File: config.mk
export PLATFORM = sky130hd
export DESIGN_NAME = ps2_keyboard_rx
export DESIGN_NICKNAME = d
export VERILOG_FILES = /design/src/rtl/ps2_pkg.sv /design/src/rtl/ps2_sync.sv /design/src/rtl/ps2_keyboard_rx.sv
export SDC_FILE = /design/constraint.sdc
export NUM_CORES = 1
export LEC_CHECK = 0
export CAP_MARGIN = 20
export CORE_UTILIZATION = 52
export CTS_CLUSTER_SIZE = 24
export DETAILED_ROUTE_END_ITERATION = 7
export PLACE_DENSITY = 0.68
export SLEW_MARGIN = 20
export SYNTH_ARGS = -nofsm -noshare
export SYNTH_HDL_FRONTEND = slang
export SYNTH_HIERARCHICAL = 1
export SYNTH_SLANG_ARGS = --single-unit
File: constraint.sdc
create_clock -name clk -period 3.2 [get_ports clk]
set_input_delay 0.64 -clock clk [delete_from_list [all_inputs] [get_ports clk]]
set_output_delay 0.64 -clock clk [all_outputs]
set_load 0.03 [all_outputs]
File: src/rtl/ps2_pkg.sv
// Shared constants and types for the PS/2 keyboard receiver.
package ps2_pkg;

    // Bits per PS/2 frame: start, 8 data, parity, stop
    localparam int FRAME_BITS = 11;

    // Common scan-code prefixes
    localparam logic [7:0] SCAN_BREAK = 8'hF0;
    localparam logic [7:0] SCAN_EXT   = 8'hE0;

    typedef logic [7:0] scan_code_t;

endpackage

File: src/rtl/ps2_sync.sv
// Two-flop synchronizer for one PS/2 line plus a third flop for
// falling-edge detection. All flops reset to 1, the idle level of the bus.
module ps2_sync (
    input  logic clk,
    input  logic clrn,
    input  logic i_line,
    output logic o_sync,
    output logic o_fall
);

    logic r_meta;
    logic r_sync;
    logic r_prev;

    // Synchronizer chain and one-cycle history for edge detection
    always_ff @(posedge clk or negedge clrn) begin
        if (!clrn) begin
            r_meta <= 1'b1;
            r_sync <= 1'b1;
            r_prev <= 1'b1;
        end else begin
            r_meta <= i_line;
            r_sync <= r_meta;
            r_prev <= r_sync;
        end
    end

    assign o_sync = r_sync;
    assign o_fall = r_prev & ~r_sync;

endmodule

File: src/rtl/ps2_keyboard_rx.sv
// PS/2 keyboard receiver: frames 11-bit PS/2 words into scan codes and
// queues them in a small FIFO. Define PS2_PARITY_CHECK_EN to reject frames
// whose odd parity is wrong; by default the parity bit is ignored.
module ps2_keyboard_rx
    import ps2_pkg::*;
#(
    parameter int FIFO_AW     = 3,
    parameter int TIMEOUT_CYC = 50000
) (
    input  logic       clk,
    input  logic       clrn,
    input  logic       ps2_clk,
    input  logic       ps2_data,
    output logic [7:0] data,
    output logic       ready,
    input  logic       nextdata_n,
    output logic       overflow
);

    localparam int TO_W  = $clog2(TIMEOUT_CYC + 1);
    localparam int DEPTH = 2 ** FIFO_AW;

    logic w_clk_sync_unused;
    logic w_clk_fall;
    logic w_data_sync;
    logic w_data_fall_unused;

    ps2_sync u_sync_clk (
        .clk    (clk),
        .clrn   (clrn),
        .i_line (ps2_clk),
        .o_sync (w_clk_sync_unused),
        .o_fall (w_clk_fall)
    );

    ps2_sync u_sync_data (
        .clk    (clk),
        .clrn   (clrn),
        .i_line (ps2_data),
        .o_sync (w_data_sync),
        .o_fall (w_data_fall_unused)
    );

    logic [3:0]         r_bit_cnt;
    logic [9:0]         r_shift;    // bit 0 = start, bits 8:1 = d7..d0, bit 9 = parity
    logic [TO_W-1:0]    r_to_cnt;
    logic [FIFO_AW-1:0] r_wptr;
    logic [FIFO_AW-1:0] r_rptr;
    logic               r_overflow;
    scan_code_t         r_mem [DEPTH];

    logic               w_last_bit;
    logic               w_frame_ok;
    logic               w_parity_ok;
    logic [FIFO_AW-1:0] w_wptr_nxt;
    logic               w_full;
    logic               w_pop;
    logic               w_push;
    logic               w_drop;

    assign w_last_bit = w_clk_fall && (r_bit_cnt == 4'(FRAME_BITS - 1));

`ifdef PS2_PARITY_CHECK_EN
    assign w_parity_ok = ^r_shift[9:1];
`else
    assign w_parity_ok = 1'b1;
`endif

    assign w_frame_ok = w_last_bit && !r_shift[0] && w_data_sync && w_parity_ok;

    assign w_wptr_nxt = r_wptr + 1'b1;
    assign w_full     = (w_wptr_nxt == r_rptr);
    assign ready      = (r_wptr != r_rptr);
    assign w_pop      = ready && !nextdata_n;
    // A pop in the same cycle frees a slot, so a full FIFO can still accept
    assign w_push     = w_frame_ok && (!w_full || w_pop);
    assign w_drop     = w_frame_ok && w_full && !w_pop;

    assign data     = r_mem[r_rptr];
    assign overflow = r_overflow;

    // Bit counter, shift register and inter-edge timeout for partial frames
    always_ff @(posedge clk or negedge clrn) begin
        if (!clrn) begin
            r_bit_cnt <= '0;
            r_shift   <= '0;
            r_to_cnt  <= '0;
        end else if (w_clk_fall) begin
            r_to_cnt <= '0;
            if (r_bit_cnt == 4'(FRAME_BITS - 1)) begin
                r_bit_cnt <= '0;
            end else begin
                r_bit_cnt <= r_bit_cnt + 4'd1;
                r_shift   <= {w_data_sync, r_shift[9:1]};
            end
        end else if (r_bit_cnt != 4'd0) begin
            if (r_to_cnt == TO_W'(TIMEOUT_CYC - 1)) begin
                r_bit_cnt <= '0;
                r_to_cnt  <= '0;
            end else begin
                r_to_cnt <= r_to_cnt + 1'b1;
            end
        end
    end

    // FIFO pointers and sticky overflow flag
    always_ff @(posedge clk or negedge clrn) begin
        if (!clrn) begin
            r_wptr     <= '0;
            r_rptr     <= '0;
            r_overflow <= 1'b0;
        end else begin
            if (w_pop) begin
                r_rptr <= r_rptr + 1'b1;
            end
            if (w_push) begin
                r_wptr <= w_wptr_nxt;
            end
            if (w_pop) begin
                r_overflow <= 1'b0;
            end else if (w_drop) begin
                r_overflow <= 1'b1;
            end
        end
    end

    // FIFO storage write; contents are left untouched by reset
    always_ff @(posedge clk) begin
        if (w_push) begin
            r_mem[r_wptr] <= r_shift[8:1];
        end
    end

endmodule

# After elaboration in Yosys (flattened, before gate mapping)
# Memory sizes are Yosys's and may differ from the RTL's.
# Index checks and enable logic that the tools add are counted.
[totals] mem_bits_rw=64 inputBits=5 out_inout_bits=10 n_memories=1 reg_bits=42
[classes] addsub=4 n_eq_ne=4 reduce_logical=18 bitwise=3 mux=11
[mem_list] memory="r_mem" depth=8 width=8 rd=1 rd_clocked_by_memory_dff=0 write_ports=1 line_no="ps2_keyboard_rx.sv:50" text="scan_code_t r_mem [DEPTH];"
[op_table] op="two-way mux 16 bit" n=3
[op_table] op="adder 16 x 1 -> 16 bit (second input constant)" n=1
[op_table] op="equality test 16 bit (second input constant)" n=1
[op_table] op="two-way mux 4 bit" n=4
[op_table] op="logical AND 1 bit" n=7
[op_table] op="adder 3 x 1 -> 3 bit (second input constant)" n=2
[op_table] op="nonzero test 2 bit" n=3
[op_table] op="adder 4 x 1 -> 4 bit (second input constant)" n=1
[op_table] op="equality test 4 bit (second input constant)" n=1
[op_table] op="logical NOT 1 bit" n=4
[op_table] op="two-way mux 1 bit" n=4
[op_table] op="AND reduction 2 bit" n=2
[op_table] op="nonzero test 4 bit" n=1
[op_table] op="equality test 3 bit" n=1
[op_table] op="inequality test 3 bit" n=1
[op_table] op="NOT 1 bit" n=2
[op_table] op="bitwise AND 1 bit" n=1
[op_table] op="logical OR 1 bit" n=1

# Logic depth before layout (Yosys ltp)
[depth] ltp_word=9 ltp_mapped=7 ltp_nobuf=6

# Cells and area by module
# Netlist, hierarchy kept.
[modules_own_cells] mod="ps2_keyboard_rx" seq_area_each_um2=2847.7 n_inst=1 cells_each=273 area_per_inst_um2=4299.1
[modules_own_cells] mod="ps2_sync" seq_area_each_um2=78.8 n_inst=2 cells_each=4 area_per_inst_um2=92.6

# Worst setup path after synthesis
# No wires, ideal clock.
[synth_path] path_kind="flip-flop to flip-flop" from="register r_bit_cnt[0]" to="memory r_mem[0][0] in the netlist's numbering (enable)" path_stages_with_launch=7 period_less_slack_ps=2554 n_path_buf=0 arrival_ps=2159 setup_slack_ps=646 path_cell_list="dfrtp_1 > inv_1 > ha_1 > nand3b_1 > nor3_1 > nand2_1 > nor4_1"
[synth_via] elab_chain_len=7
[synth_lines] item="start: declaration" line_no="ps2_keyboard_rx.sv:44" text="logic [3:0] r_bit_cnt;"
[synth_lines] item="start signal: assignment" line_no="ps2_keyboard_rx.sv:93" text="r_bit_cnt <= r_bit_cnt + 4'd1;"
[synth_lines] item="equality test 4 bit" line_no="ps2_keyboard_rx.sv:61" text="assign w_last_bit = w_clk_fall && (r_bit_cnt == 4'(FRAME_BITS - 1));"
[synth_lines] item="logical AND 1 bit" line_no="ps2_keyboard_rx.sv:61"
[synth_lines] item="logical AND 1 bit (2 in a row)" line_no="ps2_keyboard_rx.sv:69" text="assign w_frame_ok = w_last_bit && !r_shift[0] && w_data_sync && w_parity_ok;"
[synth_lines] item="logical AND 1 bit" line_no="ps2_keyboard_rx.sv:76" text="assign w_push = w_frame_ok && (!w_full || w_pop);"
[synth_lines] item="two-way mux 1 bit" line_no="ps2_keyboard_rx.sv:129" text="if (w_push) begin"
[synth_lines] item="two-way mux 1 bit (not written as such)" line_no="ps2_keyboard_rx.sv:130" text="r_mem[r_wptr] <= r_shift[8:1];"
[synth_lines] item="end: declaration" line_no="ps2_keyboard_rx.sv:50"
# No other way between the ends.

# Worst setup path after layout
[layout_path] from="register r_rptr[0]" to="output port data[2]"
[layout_via] elab_chain_len=1
[layout_lines] item="start: declaration" line_no="ps2_keyboard_rx.sv:48" text="logic [FIFO_AW-1:0] r_rptr;"
[layout_lines] item="start signal: assignment" line_no="ps2_keyboard_rx.sv:114" text="r_rptr <= r_rptr + 1'b1;"
[layout_lines] item="memory (8 x 8 bit)"
[layout_lines] item="end: declaration" line_no="ps2_keyboard_rx.sv:14" text="output logic [7:0] data,"
# No other way between the ends.

==> flow_summary_export.csv <==
group,metric,value,unit
place,place_congestion,0.761,
sta,fin_crit,2.97,ns
sta,rsz0062_at_grt,"false",
global_route,grt_pass1_vias,2316,
power_and_ir_drop,p_seq_share,49.8,%
layout,fillers,624,
layout,seq_area,0.00298,mm^2
floorplanning,num_rows,33,
cts,postCtsSetupBuffers,0,
synth,synth_cells,279,
global_route,grt_pass1_wl,12.2,mm
sta,min_period_over_period,92.8,%
cts,cts_tree,"yes",
worst_setup_path,reg2reg_depth,7,
sta,final-setup-viol-count,0,
power_and_ir_drop,vdd_drop_max,388,uV
cts,hold_buffers,0,
floorplanning,start_util,53.8,%
routing,ant_nets,0,
floorplanning,ios,15,
cts,clk_pin_slew,0.10,ns
min_path,hold_end,"u_sync_clk/o_sync$_DFF_PN1_",
power_and_ir_drop,power_density,771,mW/mm^2
power_and_ir_drop,finalPower,3.85,mW
layout,fin_area,0.00499,mm^2
worst_setup_path,worstPathMaxFanout,20,
sta,timing.final.ws_setup,0.229,ns
routing,detailroute.via_count,2359,
layout,multi_input_area,0.00140,mm^2
routing,drt-total-wl,7.35,mm
sta,final.setup_skew,0.00984,ns
place,place_area,0.00478,mm^2
cts,cts_root_buf,"clkbuf_8",
layout,drive_gt1_share,25.2,%
sta,maxSlewHeadroom,37.3,%
power_and_ir_drop,pwr-share-comb,29.4,%
min_path,hold_depth,0,
place,dp_hpwl,4.84,mm
power_and_ir_drop,p_clk_share,20.8,%
power_and_ir_drop,internal_power,2.60,mW
cts,clockBufferDepth,2,
sta,fmax,337,MHz
floorplanning,die_h,94.5,um
worst_setup_path,end_kind,"output port",
worst_setup_path,arrival,2.33,ns
synth,syn_nets,290,
global_route,grt_overflow,0,
min_path,min-delay-start,"u_sync_clk/r_meta$_DFF_PN1_",
synth,syn_area,0.00444,mm^2
place,preCtsSetupSlack,0.600,ns
synth,post_synth.cell_area_avg,15.9,um^2
cts,htree_levels,3,
outcome,status,"complete, no violations",
worst_setup_path,required,2.56,ns
routing,wl_per_cell,17.6,um
power_and_ir_drop,switchingPower,1.25,mW
sta,worstMarginPinSlew,0.941,ns
worst_setup_path,r2r_start,"r_bit_cnt[0]$_DFFE_PN0P_",
worst_setup_path,r2r-end,"r_mem[0][3]$_DFFE_PP_",
global_route,antenna_found_initial,0,
sta,hold_viol_final,0,
worst_setup_path,startpoint_type,"flop",
cts,cts_resized,0,
layout,syn_to_final_growth,12.3,%
layout,antennaDiodeCount,0,
routing,drtIter0Drc,109,
global_route,track_usage,19.0,%
worst_setup_path,crit_type,"flop to output port",
sta,slew_viol_final,0,
cts,clock-sinks,106,
routing,viasPerCell,5.64,
place,port_buffers,14,
cts,clk_latency,0.36,ns
floorplanning,coreArea,0.00826,mm^2
floorplanning,die_w,94.5,um
cts,cts_buffers,9,
sta,tns,0,ns
synth,ys_warn_count,6,
power_and_ir_drop,swShare,32.6,%
global_route,grt_max_degree,43,
floorplanning,fp.dieArea,0.00892,mm^2
flow_run,cap_violations,0,
min_path,hp-class,"flop to flop",
power_and_ir_drop,p_leak,1.81,nW
layout,nets,319,
routing,firstDrtPassIters,4,
routing,drc,0,
worst_setup_path,r2r_slack,0.59,ns
[cells in the final DEF, fill, tap and decap left out, drive strengths merged, types with 9 or more instances in the layout]
cell type / count
mux2: 20
nand3: 9
clkbuf: 9
nor2: 14
mux4: 16
nand2: 16
dfrtp: 37
buf: 16
xnor2: 11
clkdlybuf4s50: 13
edfxtp: 64
[how the worst max path moves through the flow]
stage	from	endpoint	slack (ns)	cells past startpoint
floorplan	r_bit_cnt[0]$_DFFE_PN0P_	r_mem[0][0]$_DFFE_PP_	0.65	6
global placement	r_rptr[0]$_DFFE_PN0N_	data[7]	0.61	4
detailed placement	r_rptr[0]$_DFFE_PN0N_	data[7]	0.60	4
CTS	r_rptr[0]$_DFFE_PN0N_	data[7]	0.19	4
global route	r_rptr[0]$_DFFE_PN0N_	data[0]	0.12	4
finish	r_rptr[0]$_DFFE_PN0N_	data[2]	0.23	4
[cell type report]
| cell class | instances | area share, % |
|---|---|---|
| Sequential cell | 106 | 59.7 |
| Multi-Input combinational cell | 158 | 28.0 |
| Timing Repair Buffer | 29 | 5.22 |
| Tap cell | 105 | 2.63 |
| Clock buffer | 9 | 2.48 |
| Clock inverter | 7 | 1.63 |
| Inverter | 4 | 0.301 |
[layer usage]
metal | track usage, % | routed length [um] | vias to the layer above
met3 | 3.38 | 357 | 7
met1 | 26.4 | 3220 | 1178
met2 | 30.1 | 3690 | 46
met5 | 0 | 0 | -
li1 | - | - | 1128
met4 | 7.32 | 78 | 0
[metrics by stage]
| stage | hold WS (ns) | utilization, % | cells |
|---|---|---|---|
| after floorplan | 0.344 | - | 279 |
| after global routing | 0.381 | 60.4 | 418 |
| after CTS | 0.372 | 60.4 | 418 |
| after detailed placement | 0.348 | 57.9 | 402 |
| final | 0.367 | 60.4 | 418 |
| after global placement | 0.346 | 57.9 | 402 |
[state kept, by name (all words and copies together), names as in the netlist]
signal / flops
u_sync_clk/o_sync: 1
r_mem: 64
r_shift: 10
overflow: 1
r_to_cnt: 16
r_rptr: 3
u_sync_clk/r_meta: 1
r_wptr: 3
u_sync_data/o_sync: 1
u_sync_data/r_meta: 1
u_sync_clk/r_prev: 1
r_bit_cnt: 4
[power groups by stage]
stage	registers [mW]	clock network [mW]	logic, mW
finish	1.92	0.799	1.13
global route	1.96	0.889	1.23
CTS	1.92	0.831	1.16
detailed placement	1.95	0	1.15
global placement	1.94	0	1.13
floorplan	1.84	0	0.874
[critical path, stage by stage, from the launching register on]
cell and delay [ns]:
dfrtp_1 0.38, buf_12 0.20, mux4_2 0.52, mux2_2 0.28
clkdlybuf4s50_1 0.59
No activity file was read; power rests on OpenSTA's default activity.
